<file path="src/rtl/memory_register_read_stage_pkg.sv">
// Shared types and helpers for the memory register-read stage: per-lane stage
// register layout and the selective recovery flush test.
package memory_register_read_stage_pkg;

    localparam int unsigned AL_PTR_W_DEF  = 6;
    localparam int unsigned IQ_PTR_W_DEF  = 4;
    localparam int unsigned PREG_W_DEF    = 7;
    localparam int unsigned PAYLOAD_W_DEF = 64;

    typedef struct packed {
        logic                                valid;
        logic                                replay;
        logic [IQ_PTR_W_DEF-1:0]             iq_ptr;
        logic [AL_PTR_W_DEF-1:0]             al_ptr;
        logic [1:0][PREG_W_DEF-1:0]          src;
        logic [PAYLOAD_W_DEF-1:0]            payload;
    } stage_reg_t;

    // Range [head, tail) is circular; head == tail without flush_all is empty.
    function automatic logic selective_flush_detector(
        input logic                    to_recovery,
        input logic [AL_PTR_W_DEF-1:0] head,
        input logic [AL_PTR_W_DEF-1:0] tail,
        input logic                    flush_all,
        input logic [AL_PTR_W_DEF-1:0] ptr
    );
        logic in_range;
        if (head <= tail) begin
            in_range = (ptr >= head) && (ptr < tail);
        end else begin
            in_range = (ptr >= head) || (ptr < tail);
        end
        return to_recovery && (flush_all || in_range);
    endfunction

endpackage

</file>
<file path="src/rtl/operand_hold_buffer.sv">
// Per-lane operand capture: freezes register-file data on the first stall cycle so the
// op held in the output register keeps its operands while the read port moves on.
module operand_hold_buffer #(
    parameter int unsigned W = 64
) (
    input  logic         clk,
    input  logic         rst,
    input  logic         stall,
    input  logic [W-1:0] rf_data,
    output logic [W-1:0] operand
);

    logic         stalled_q;
    logic [W-1:0] hold_q;

    always_ff @(posedge clk or negedge rst) begin
        if (!rst) begin
            stalled_q <= 1'b0;
            hold_q    <= '0;
        end else begin
            stalled_q <= stall;
            if (stall && !stalled_q) begin
                hold_q <= rf_data;
            end
        end
    end

    assign operand = stalled_q ? hold_q : rf_data;

endmodule

</file>
<file path="src/rtl/memory_register_read_stage.sv">
// Two-register pipeline stage between memory issue and memory execute: A drives the
// register-file read addresses, B presents the op with its operands one cycle later.
module memory_register_read_stage
    import memory_register_read_stage_pkg::*;
#(
    parameter int unsigned WIDTH     = 2,
    parameter int unsigned AL_PTR_W  = AL_PTR_W_DEF,
    parameter int unsigned IQ_PTR_W  = IQ_PTR_W_DEF,
    parameter int unsigned PREG_W    = PREG_W_DEF,
    parameter int unsigned DATA_W    = 32,
    parameter int unsigned PAYLOAD_W = PAYLOAD_W_DEF
) (
    input  logic                          clk,
    input  logic                          rst,
    input  logic                          stall,
    input  logic                          clear,
    input  logic [WIDTH-1:0]              in_valid,
    input  logic                          in_replay,
    input  logic [WIDTH*IQ_PTR_W-1:0]     in_iq_ptr,
    input  logic [WIDTH*AL_PTR_W-1:0]     in_al_ptr,
    input  logic [WIDTH*2*PREG_W-1:0]     in_src,
    input  logic [WIDTH*PAYLOAD_W-1:0]    in_payload,
    input  logic                          to_recovery,
    input  logic                          flush_all,
    input  logic [AL_PTR_W-1:0]           flush_head,
    input  logic [AL_PTR_W-1:0]           flush_tail,
    output logic [WIDTH*2*PREG_W-1:0]     rf_addr,
    input  logic [WIDTH*2*DATA_W-1:0]     rf_data,
    output logic [WIDTH-1:0]              out_valid,
    output logic [WIDTH-1:0]              out_replay,
    output logic [WIDTH*IQ_PTR_W-1:0]     out_iq_ptr,
    output logic [WIDTH*AL_PTR_W-1:0]     out_al_ptr,
    output logic [WIDTH*PAYLOAD_W-1:0]    out_payload,
    output logic [WIDTH*2*DATA_W-1:0]     out_operand
);

    stage_reg_t [WIDTH-1:0] a_q, a_d, b_q, b_d;
    logic       [WIDTH-1:0] in_flushed, a_flushed, b_flushed;

    always_comb begin
        for (int l = 0; l < int'(WIDTH); l++) begin
            in_flushed[l] = selective_flush_detector(to_recovery, flush_head, flush_tail,
                flush_all, in_al_ptr[l*AL_PTR_W +: AL_PTR_W]);
            a_flushed[l]  = selective_flush_detector(to_recovery, flush_head, flush_tail,
                flush_all, a_q[l].al_ptr);
            b_flushed[l]  = selective_flush_detector(to_recovery, flush_head, flush_tail,
                flush_all, b_q[l].al_ptr);
        end
    end

    // Stall holds every field; only the valid bits can still be knocked down by a flush.
    always_comb begin
        a_d = a_q;
        b_d = b_q;
        for (int l = 0; l < int'(WIDTH); l++) begin
            if (stall) begin
                a_d[l].valid = a_q[l].valid && !a_flushed[l];
                b_d[l].valid = b_q[l].valid && !b_flushed[l];
            end else begin
                a_d[l].valid   = in_valid[l] && !clear && !in_flushed[l];
                a_d[l].replay  = in_replay;
                a_d[l].iq_ptr  = in_iq_ptr[l*IQ_PTR_W +: IQ_PTR_W];
                a_d[l].al_ptr  = in_al_ptr[l*AL_PTR_W +: AL_PTR_W];
                a_d[l].src[0]  = in_src[(2*l)*PREG_W +: PREG_W];
                a_d[l].src[1]  = in_src[(2*l+1)*PREG_W +: PREG_W];
                a_d[l].payload = in_payload[l*PAYLOAD_W +: PAYLOAD_W];
                b_d[l]         = a_q[l];
                b_d[l].valid   = a_q[l].valid && !clear && !a_flushed[l];
            end
        end
    end

    always_ff @(posedge clk or negedge rst) begin
        if (!rst) begin
            a_q <= '0;
            b_q <= '0;
        end else begin
            a_q <= a_d;
            b_q <= b_d;
        end
    end

    always_comb begin
        for (int l = 0; l < int'(WIDTH); l++) begin
            rf_addr[(2*l)*PREG_W +: PREG_W]     = a_q[l].src[0];
            rf_addr[(2*l+1)*PREG_W +: PREG_W]   = a_q[l].src[1];
            out_valid[l]                        = b_q[l].valid && !b_flushed[l];
            out_replay[l]                       = b_q[l].replay;
            out_iq_ptr[l*IQ_PTR_W +: IQ_PTR_W]  = b_q[l].iq_ptr;
            out_al_ptr[l*AL_PTR_W +: AL_PTR_W]  = b_q[l].al_ptr;
            out_payload[l*PAYLOAD_W +: PAYLOAD_W] = b_q[l].payload;
        end
    end

    for (genvar l = 0; l < int'(WIDTH); l++) begin : g_lane
        operand_hold_buffer #(
            .W (2*DATA_W)
        ) u_hold (
            .clk     (clk),
            .rst     (rst),
            .stall   (stall),
            .rf_data (rf_data[l*2*DATA_W +: 2*DATA_W]),
            .operand (out_operand[l*2*DATA_W +: 2*DATA_W])
        );
    end

endmodule

</file>
<file path="config.mk">
export PLATFORM = sky130hd
export DESIGN_NAME = memory_register_read_stage
export DESIGN_NICKNAME = d
export VERILOG_FILES = /design/src/rtl/memory_register_read_stage_pkg.sv /design/src/rtl/operand_hold_buffer.sv /design/src/rtl/memory_register_read_stage.sv
export SDC_FILE = /design/constraint.sdc
export NUM_CORES = 1
export LEC_CHECK = 0
export CAP_MARGIN = 5
export CELL_PAD_IN_SITES_DETAIL_PLACEMENT = 0
export CELL_PAD_IN_SITES_GLOBAL_PLACEMENT = 1
export CORE_MARGIN = 2
export CORE_UTILIZATION = 35
export DETAILED_ROUTE_END_ITERATION = 10
export PLACE_DENSITY = 0.74
export SYNTH_ARGS = -nofsm -noshare
export SYNTH_HDL_FRONTEND = slang
export SYNTH_SLANG_ARGS = --single-unit
</file>
<file path="constraint.sdc">
create_clock -name clk -period 3.57 [get_ports clk]
set_clock_uncertainty 0.2 [all_clocks]
set_input_delay 0.357 -clock clk [delete_from_list [all_inputs] [get_ports clk]]
set_output_delay 0.357 -clock clk [all_outputs]
set_load 0.03 [all_outputs]
</file>
==> results of run 1 <==
==> metal layers <==
metal,track usage,share of wire,vias up
li1,-,-,6103
met1,0.2100,0.39,6823
met2,0.3239,0.50,447
met3,0.06420,0.084,78
met4,0.05663,0.026,8
met5,0,0.00082,-
==> cells by family after synthesis <==
kind of cell | after synthesis | synth area share
buffers and inverters | 268 | 0.07873
DFF | 459 | 0.5378
AOI/OAI and AO/OA | 77 | 0.02232
and+or+nand+nor | 51 | 0.01224
muxes | 578 | 0.3047
adders and majority gates | 76 | 0.04417
==> stage by stage <==
stage | utilization | area (sq um) | hold WS, ps | instances | power (mW)
after detailed placement | 0.4546 | 27440 | 215.7 | 2710 | 10.07
final | 0.4828 | 29140 | 45.02 | 2810 | 15.10
after global placement | 0.4546 | 27440 | 209.2 | 2710 | 9.975
after CTS | 0.4823 | 29110 | 6.249 | 2801 | 15.34
after global routing | 0.4825 | 29120 | 23.65 | 2804 | 15.83
after floorplan | - | 21360 | -138.6 | 1509 | 8.588
==> cell type report <==
| class | count | area share |
|---|---|---|
| Timing Repair Buffer | 666 | 0.2300 |
| Clock buffer | 78 | 0.05316 |
| Inverter | 22 | 0.002834 |
| Tap cell | 782 | 0.03358 |
| Clock inverter | 12 | 0.003779 |
| Antenna cell | 9 | 0.0007729 |
| Sequential cell | 459 | 0.3943 |
| Multi-Input combinational cell | 782 | 0.2816 |
==> synth_stat cells, types with 6 or more instances <==
library cell	n
dfrtp_1	459
o21a_1	7
nor2_1	6
inv_1	21
o21ai_1	17
nand2b_1	7
buf_4	178
ha_1	72
buf_1	41
nand2_1	15
a21oi_1	20
o21ai_0	6
clkbuf_1	26
mux2_1	578
==> worst paths after layout <==
| path | start | endpoint | depth (start not counted) |
|---|---|---|---|
| min reg2reg | a_q[114] | out_payload[88] | 1 |
| min in group asynchronous | rst | out_payload[127] | 2 |
| max reg2reg | a_q[78] | b_q[89] | 8 |
| max | out_al_ptr[0] | out_valid[0] | 9 |
| max in group asynchronous | rst | out_payload[72] | 3 |
| min | stall | out_payload[92] | 2 |
==> sequential cells by signal, summed over array words and instances (netlist names) <==
name / flops
rf_addr: 28
a_q: 151
g_lane.u_hold.hold_q: 128
out_iq_ptr: 8
b_q: 2
g_lane.u_hold.stalled_q: 1
out_replay: 1
out_al_ptr: 12
out_payload: 128
==> what timing repair did <==
action,4_1_cts,5_1_grt
hold endpoints to repair,65,0
hold buffers,1,0
cloned,0,0
resized for setup,1,1
endpoints found under the setup margin,1,1
==> power by group <==
group / internal [mW] / total, mW / leakage (nW) / switching, mW
clock: 2.99 / 5.16 / 0.816 / 2.17
sequential: 5.87 / 6.24 / 5.39 / 0.362
combinational: 1.74 / 3.70 / 5.95 / 1.96
total: 10.6 / 15.1 / 12.2 / 4.49
==> results.toml, run 1 <==
[status]
status = "complete, no violations"

[setup_path]
required_ps = 3010
crit_buf_inv = 2
critical_path.max_stage_delay_ps = 420
cp_top_family = "compound AO/OA/AOI/OAI gates"
reg2reg_slack_ps = 1040
cp.arrival_ps = 2800
worstSetupEndpointType = "output pin"
worstSetupPathType = "register to output pin"
cp_max_fo = 4
cp_slowest_cell = "dfrtp_1"
path_cells = "inv_1, ha_1, nand2b_1, a2111oi_2, o21ai_0, maj3_2, o21ai_1, and2_1, buf_4"
crit_path_start_kind = "register"

[flow_run]
maxCapViolations = 0

[routing]
wl_per_cell_um = 20.84
vias = 13459
drtPass1Iterations = 4
antenna_left = 0
finalWirelength_um = 58570
drcViolationCount = 0
drtIter0Drc = 390
viasPerCell = 4.790

[finish]
fin_nets = 2380
area_growth_pct = 36.43
mostFrequentLayoutCells = "clkdlybuf4s50_1 (628), mux2_1 (578), dfrtp_1 (458)"
nFillCells = 5222
mostFrequentLayoutCell = "clkdlybuf4s50_1"
multi_input_area_sq_um = 8204
seqCellArea_sq_um = 11490
layout-drive-gt1-share = 0.06092

[synthesis]
syn_area_sq_um = 21360
synth_nets = 1906
synth_cell_type_count = 37
ys_top_cells_by_area = "dfrtp_1 (54%), mux2_1 (30%), buf_4 (6.3%), ha_1 (4.2%), buf_1 (0.72%)"
syn_area_per_cell_sq_um = 14.15
async_flop_share = 1.000
synthFlopType = "dfrtp_1"
synth_top_area_frac = 0.5378
ys_seq_area_frac = 0.5378
yosys.area.top_type = "dfrtp_1"
syn_inst = 1509
synth-seq-cells = 459
yosysWarnings = 0
synth-edff-count = 0

[clocking]
clock_sink_count = 459
postCtsSetupBuffers = 0
clock_latency_ps = 590
htreeDepth = 2
clockRootBuffer = "clkbuf_16"
clockBufferDepth = 3
clk_pin_slew_ps = 60
tritoncts = "built"
numCtsBuffers = 52

[timing]
post-route-min-period_ps = 3358
tightest_slew_ps = 706.8
rsz0062_at_grt = "no"
relSlewSlack = 0.5288
fmax_ghz = 0.2978
hold_violations = 0
setup-tns-final_ps = 0
setup_viol = 0
slew_viol_final = 0
period_share = 0.9407
setup_ws_ps = 211.8

[die]
die_w_um = 251.0
ios = 633
dieArea_sq_um = 63010
fp.dieH_um = 251.0
start_util = 0.3539
core_area_sq_um = 60360
rows = 90

[worst_hold_path]
hp-class = "input port to register"

[global_routing]
grt_pass1_wl_um = 89090
overflow = 0
gr-usage-all-layers = 0.1842
antenna_found_initial = 16
first_global_vias = 14513
grt_start_max_net_pins = 98

[placement]
io_buffer_count = 632
gp_congestion = 0.8506
hpwl_um = 44250
pre_cts_ws_ps = 194.6

[pwr]
powerDensity_nw_per_um2 = 518.2
ir_drop_v = 0.0003882
leakage_nw = 12.15
Note: power is estimated with default switching activity, not from simulation.
==> run 2: changes to the inputs <==
REMOVE_ABC_BUFFERS = 1   (was default)
SKIP_CTS_REPAIR_TIMING = 1   (was default)
==> run 2 against run 1 <==
Non-clock buffer count down 8. Sequential power about the same. Worst hold slack better by 23 ps. Routed wire length down 6.1%. Register-to-register slack worse by 140 ps. Critical path type unchanged. Largest cell class unchanged. Highest routed layer unchanged.
==> results.toml, run 2 (same netlist as run 1, synthesis figures left out) <==
[placement]
io_buffer_count = 632
gp_congestion = 0.8438
pre_cts_ws_ps = 239.0
placed_cells_incl_taps = 2702
hpwl_um = 40960

[timing]
post-route-min-period_ps = 3332
setup_viol = 0
period_share = 0.9334
fmax_ghz = 0.3001
setup_ws_ps = 237.8
rsz0062_at_grt = "no"
setup-tns-final_ps = 0
hold_violations = 0
tightest_slew_ps = 994.8
relSlewSlack = 0.3368
slew_viol_final = 0

[finish]
fin_cells = 2800
nFillCells = 5372
layout-drive-gt1-share = 0.05412
mostFrequentLayoutCells = "clkdlybuf4s50_1 (628), mux2_1 (578), dfrtp_1 (458)"
area_growth_pct = 36.09
mostFrequentLayoutCell = "clkdlybuf4s50_1"
largest_reg_flops = 151
regMostFlops = "a_q"
fin_nets = 2371

[setup_path]
worstSetupEndpointType = "output pin"
required_ps = 3010
cp_top_family = "adder cells"
cp_slowest_cell = "dfrtp_1"
crit_path_start_kind = "register"
crit_top_cell = "o21ai_1"
critical_path.max_stage_delay_ps = 440
path_cells = "inv_1, ha_1, nand2b_1, a21o_1, a21oi_1, o21ai_1, maj3_1, o21ai_1, and2_1, buf_4"
crit_buf_inv = 2
worstSetupPathType = "register to output pin"
cp.arrival_ps = 2780
cp_max_fo = 4

[status]
status = "complete, no violations"

[clocking]
tritoncts = "built"
clockBufferDepth = 3
htreeDepth = 2
clockRootBuffer = "clkbuf_16"
clock_sink_count = 459
numCtsBuffers = 51
clk_pin_slew_ps = 60
clock_latency_ps = 590

[global_routing]
first_global_vias = 14264
grt_pass1_wl_um = 84990
antenna_found_initial = 5
overflow = 0
grt_start_max_net_pins = 173
gr-usage-all-layers = 0.1728

[routing]
antenna_left = 0
wl_per_cell_um = 19.65
drcViolationCount = 0
finalWirelength_um = 55020
viasPerCell = 4.721
drtIter0Drc = 530
vias = 13220
drtPass1Iterations = 4

[die]
die_w_um = 251.0
start_util = 0.3539
core_area_sq_um = 60360
rows = 90
ios = 633
fp.dieH_um = 251.0
dieArea_sq_um = 63010

[flow_run]
maxCapViolations = 0

[pwr]
ir_drop_v = 0.0003408
power_mw = 15.08
leakage_nw = 12.11
powerDensity_nw_per_um2 = 518.7

[worst_hold_path]
hp-class = "input port to register"
## run 2: final timing paths
path | from | end | slack, ps | depth (start not counted)
min reg2reg | a_q[132] | out_payload[106] | 270 | 1
max | out_al_ptr[6] | out_valid[1] | 240 | 10
min in group asynchronous | rst | g_lane[1].u_hold.hold_q[51] | 160 | 2
max in group asynchronous | rst | out_payload[125] | 1950 | 3
max reg2reg | a_q[168] | a_q[179] | 900 | 9
min | stall | a_q[40] | 70 | 2
## run 2: per-layer routing
| metal | global-route usage | wire (um) |
|---|---|---|
| met4 | 0.06122 | 1686 |
| met5 | 0 | 25 |
| met2 | 0.3030 | 27950 |
| met3 | 0.05322 | 3868 |
| met1 | 0.1989 | 21500 |
## run 2: cell type report
type	count	area, sq um	area share
Tap cell	782	978.4	0.03366
Timing Repair Buffer	658	6641	0.2285
Clock inverter	6	72.57	0.002497
Antenna cell	4	10.01	0.0003444
Sequential cell	459	11490	0.3953
Clock buffer	87	1593	0.05480
Multi-Input combinational cell	782	8199	0.2821
Inverter	22	82.58	0.002841
## run 2: per-stage QoR
step	cell area (sq um)	util	hold WS [ps]
2_1_floorplan	19760	-	-138.6
3_3_place_gp	27380	0.4536	220.3
3_5_place_dp	27380	0.4536	238.7
4_1_cts	29050	0.4812	-394.3
5_1_grt	29060	0.4815	73.99
6_report	29070	0.4816	67.56
## run 2: power breakdown
group	total [mW]	leakage, nW	switching (mW)	internal, mW
Clock	5.16	0.811	2.13	3.03
Combinational	3.68	5.91	1.94	1.74
Sequential	6.23	5.39	0.361	5.87
==> run 3: changes to the inputs <==
HOLD_SLACK_MARGIN = 0.03   (was default)
SETUP_SLACK_MARGIN = 0.3   (was default)
==> run 3 against run 2 <==
Clock power barely moved. Worst hold slack barely moved. Core utilization rose by 0.18 points.
==> results.toml, run 3 (same netlist as run 1, synthesis figures left out) <==
[setup_path]
cp_top_family = "compound AO/OA/AOI/OAI gates"
crit_path_start_kind = "input port"
worstSetupPathType = "input port to output pin"
crit_buf_inv = 3
required_ps = 3010
path_cells = "clkdlybuf4s50_1, inv_2, ha_1, a21oi_2, a21boi_1, o32a_1, maj3_2, o21ai_1, and2_4, buf_6"
critical_path.max_stage_delay_ps = 480
cp_slowest_cell = "clkdlybuf4s50_1"
worstSetupEndpointType = "output pin"
reg2reg_slack_ps = 870
cp.arrival_ps = 2620
cp_max_fo = 7

[worst_hold_path]
hp-class = "input port to register"

[routing]
drcViolationCount = 0
vias = 13216
viasPerCell = 4.710
finalWirelength_um = 55390
drtPass1Iterations = 4
antenna_left = 0
wl_per_cell_um = 19.74
drtIter0Drc = 496

[die]
rows = 90
die_w_um = 251.0
core_area_sq_um = 60360
dieArea_sq_um = 63010
fp.dieH_um = 251.0
ios = 633
start_util = 0.3539

[pwr]
power_mw = 15.11
ir_drop_v = 0.0003408
leakage_nw = 12.16
powerDensity_nw_per_um2 = 517.9

[clocking]
clockRootBuffer = "clkbuf_16"
clock_sink_count = 459
clock_latency_ps = 590
htreeDepth = 2
clk_pin_slew_ps = 60
tritoncts = "built"
numCtsBuffers = 51
clockBufferDepth = 3

[placement]
pre_cts_ws_ps = 239.0
io_buffer_count = 632
hpwl_um = 40960
placed_cells_incl_taps = 2702
gp_congestion = 0.8438
placed_cell_area_sq_um = 27380

[finish]
mostFrequentLayoutCells = "clkdlybuf4s50_1 (628), mux2_1 (578), dfrtp_1 (457)"
layout-drive-gt1-share = 0.06040
largest_reg_flops = 151
fin_area_sq_um = 29180
area_growth_pct = 36.61
mostFrequentLayoutCell = "clkdlybuf4s50_1"
fin_cells = 2806
fin_nets = 2377
regMostFlops = "a_q"

[timing]
relSlewSlack = 0.3354
hold_violations = 0
period_share = 0.8890
tightest_slew_ps = 996.9
slew_viol_final = 0
post-route-min-period_ps = 3174
rsz0062_at_grt = "yes"
fmax_ghz = 0.3151
setup_viol = 0
setup_ws_ps = 396.4

[flow_run]
maxCapViolations = 0

[global_routing]
overflow = 0
grt_pass1_wl_um = 84990
antenna_found_initial = 5
grt_start_max_net_pins = 173
first_global_vias = 14264
gr-usage-all-layers = 0.1728

[status]
status = "complete, no violations"
==> run 3: worst paths after layout <==
| kind | depth (start not counted) | to | start |
|---|---|---|---|
| min in group asynchronous | 2 | g_lane[1].u_hold.hold_q[51] | rst |
| worst max register to register | 9 | a_q[179] | a_q[168] |
| max in group asynchronous | 3 | out_payload[125] | rst |
| worst max-delay path | 10 | out_valid[1] | flush_tail[4] |
| worst min-delay path | 2 | a_q[40] | stall |
| worst min register to register | 1 | out_payload[106] | a_q[132] |
==> run 3: cell type report <==
type | count | area [sq um]
Inverter | 22 | 82.58
Fill cell | 5355 | 31180
Clock buffer | 87 | 1593
Sequential cell | 459 | 11490
Tap cell | 782 | 978.4
Clock inverter | 6 | 72.57
Antenna cell | 4 | 10.01
Multi-Input combinational cell | 782 | 8232
Timing Repair Buffer | 664 | 6719
==> run 3: per-layer routing <==
metal	vias up	share of wire	track usage	routed length (um)
li1	6089	-	-	-
met1	6644	0.39	0.1989	21520
met2	380	0.51	0.3030	28180
met3	99	0.072	0.05322	3978
met4	4	0.030	0.06122	1683
met5	-	0.00047	0	26
==> run 3: stage by stage <==
step	hold WS (ps)	setup TNS, ps	util
5_1_grt	73.99	0	0.4834
3_5_place_dp	238.7	0	0.4536
3_3_place_gp	220.3	0	0.4536
6_report	67.85	0	0.4834
2_1_floorplan	-138.6	-523880	-
4_1_cts	-394.3	0	0.4812
==> run 3: power breakdown <==
group / leakage [nW] / total (mW) / switching, mW / internal [mW]
combinational: 5.97 / 3.72 / 1.96 / 1.76
clock: 0.811 / 5.16 / 2.13 / 3.03
sequential: 5.38 / 6.23 / 0.359 / 5.87
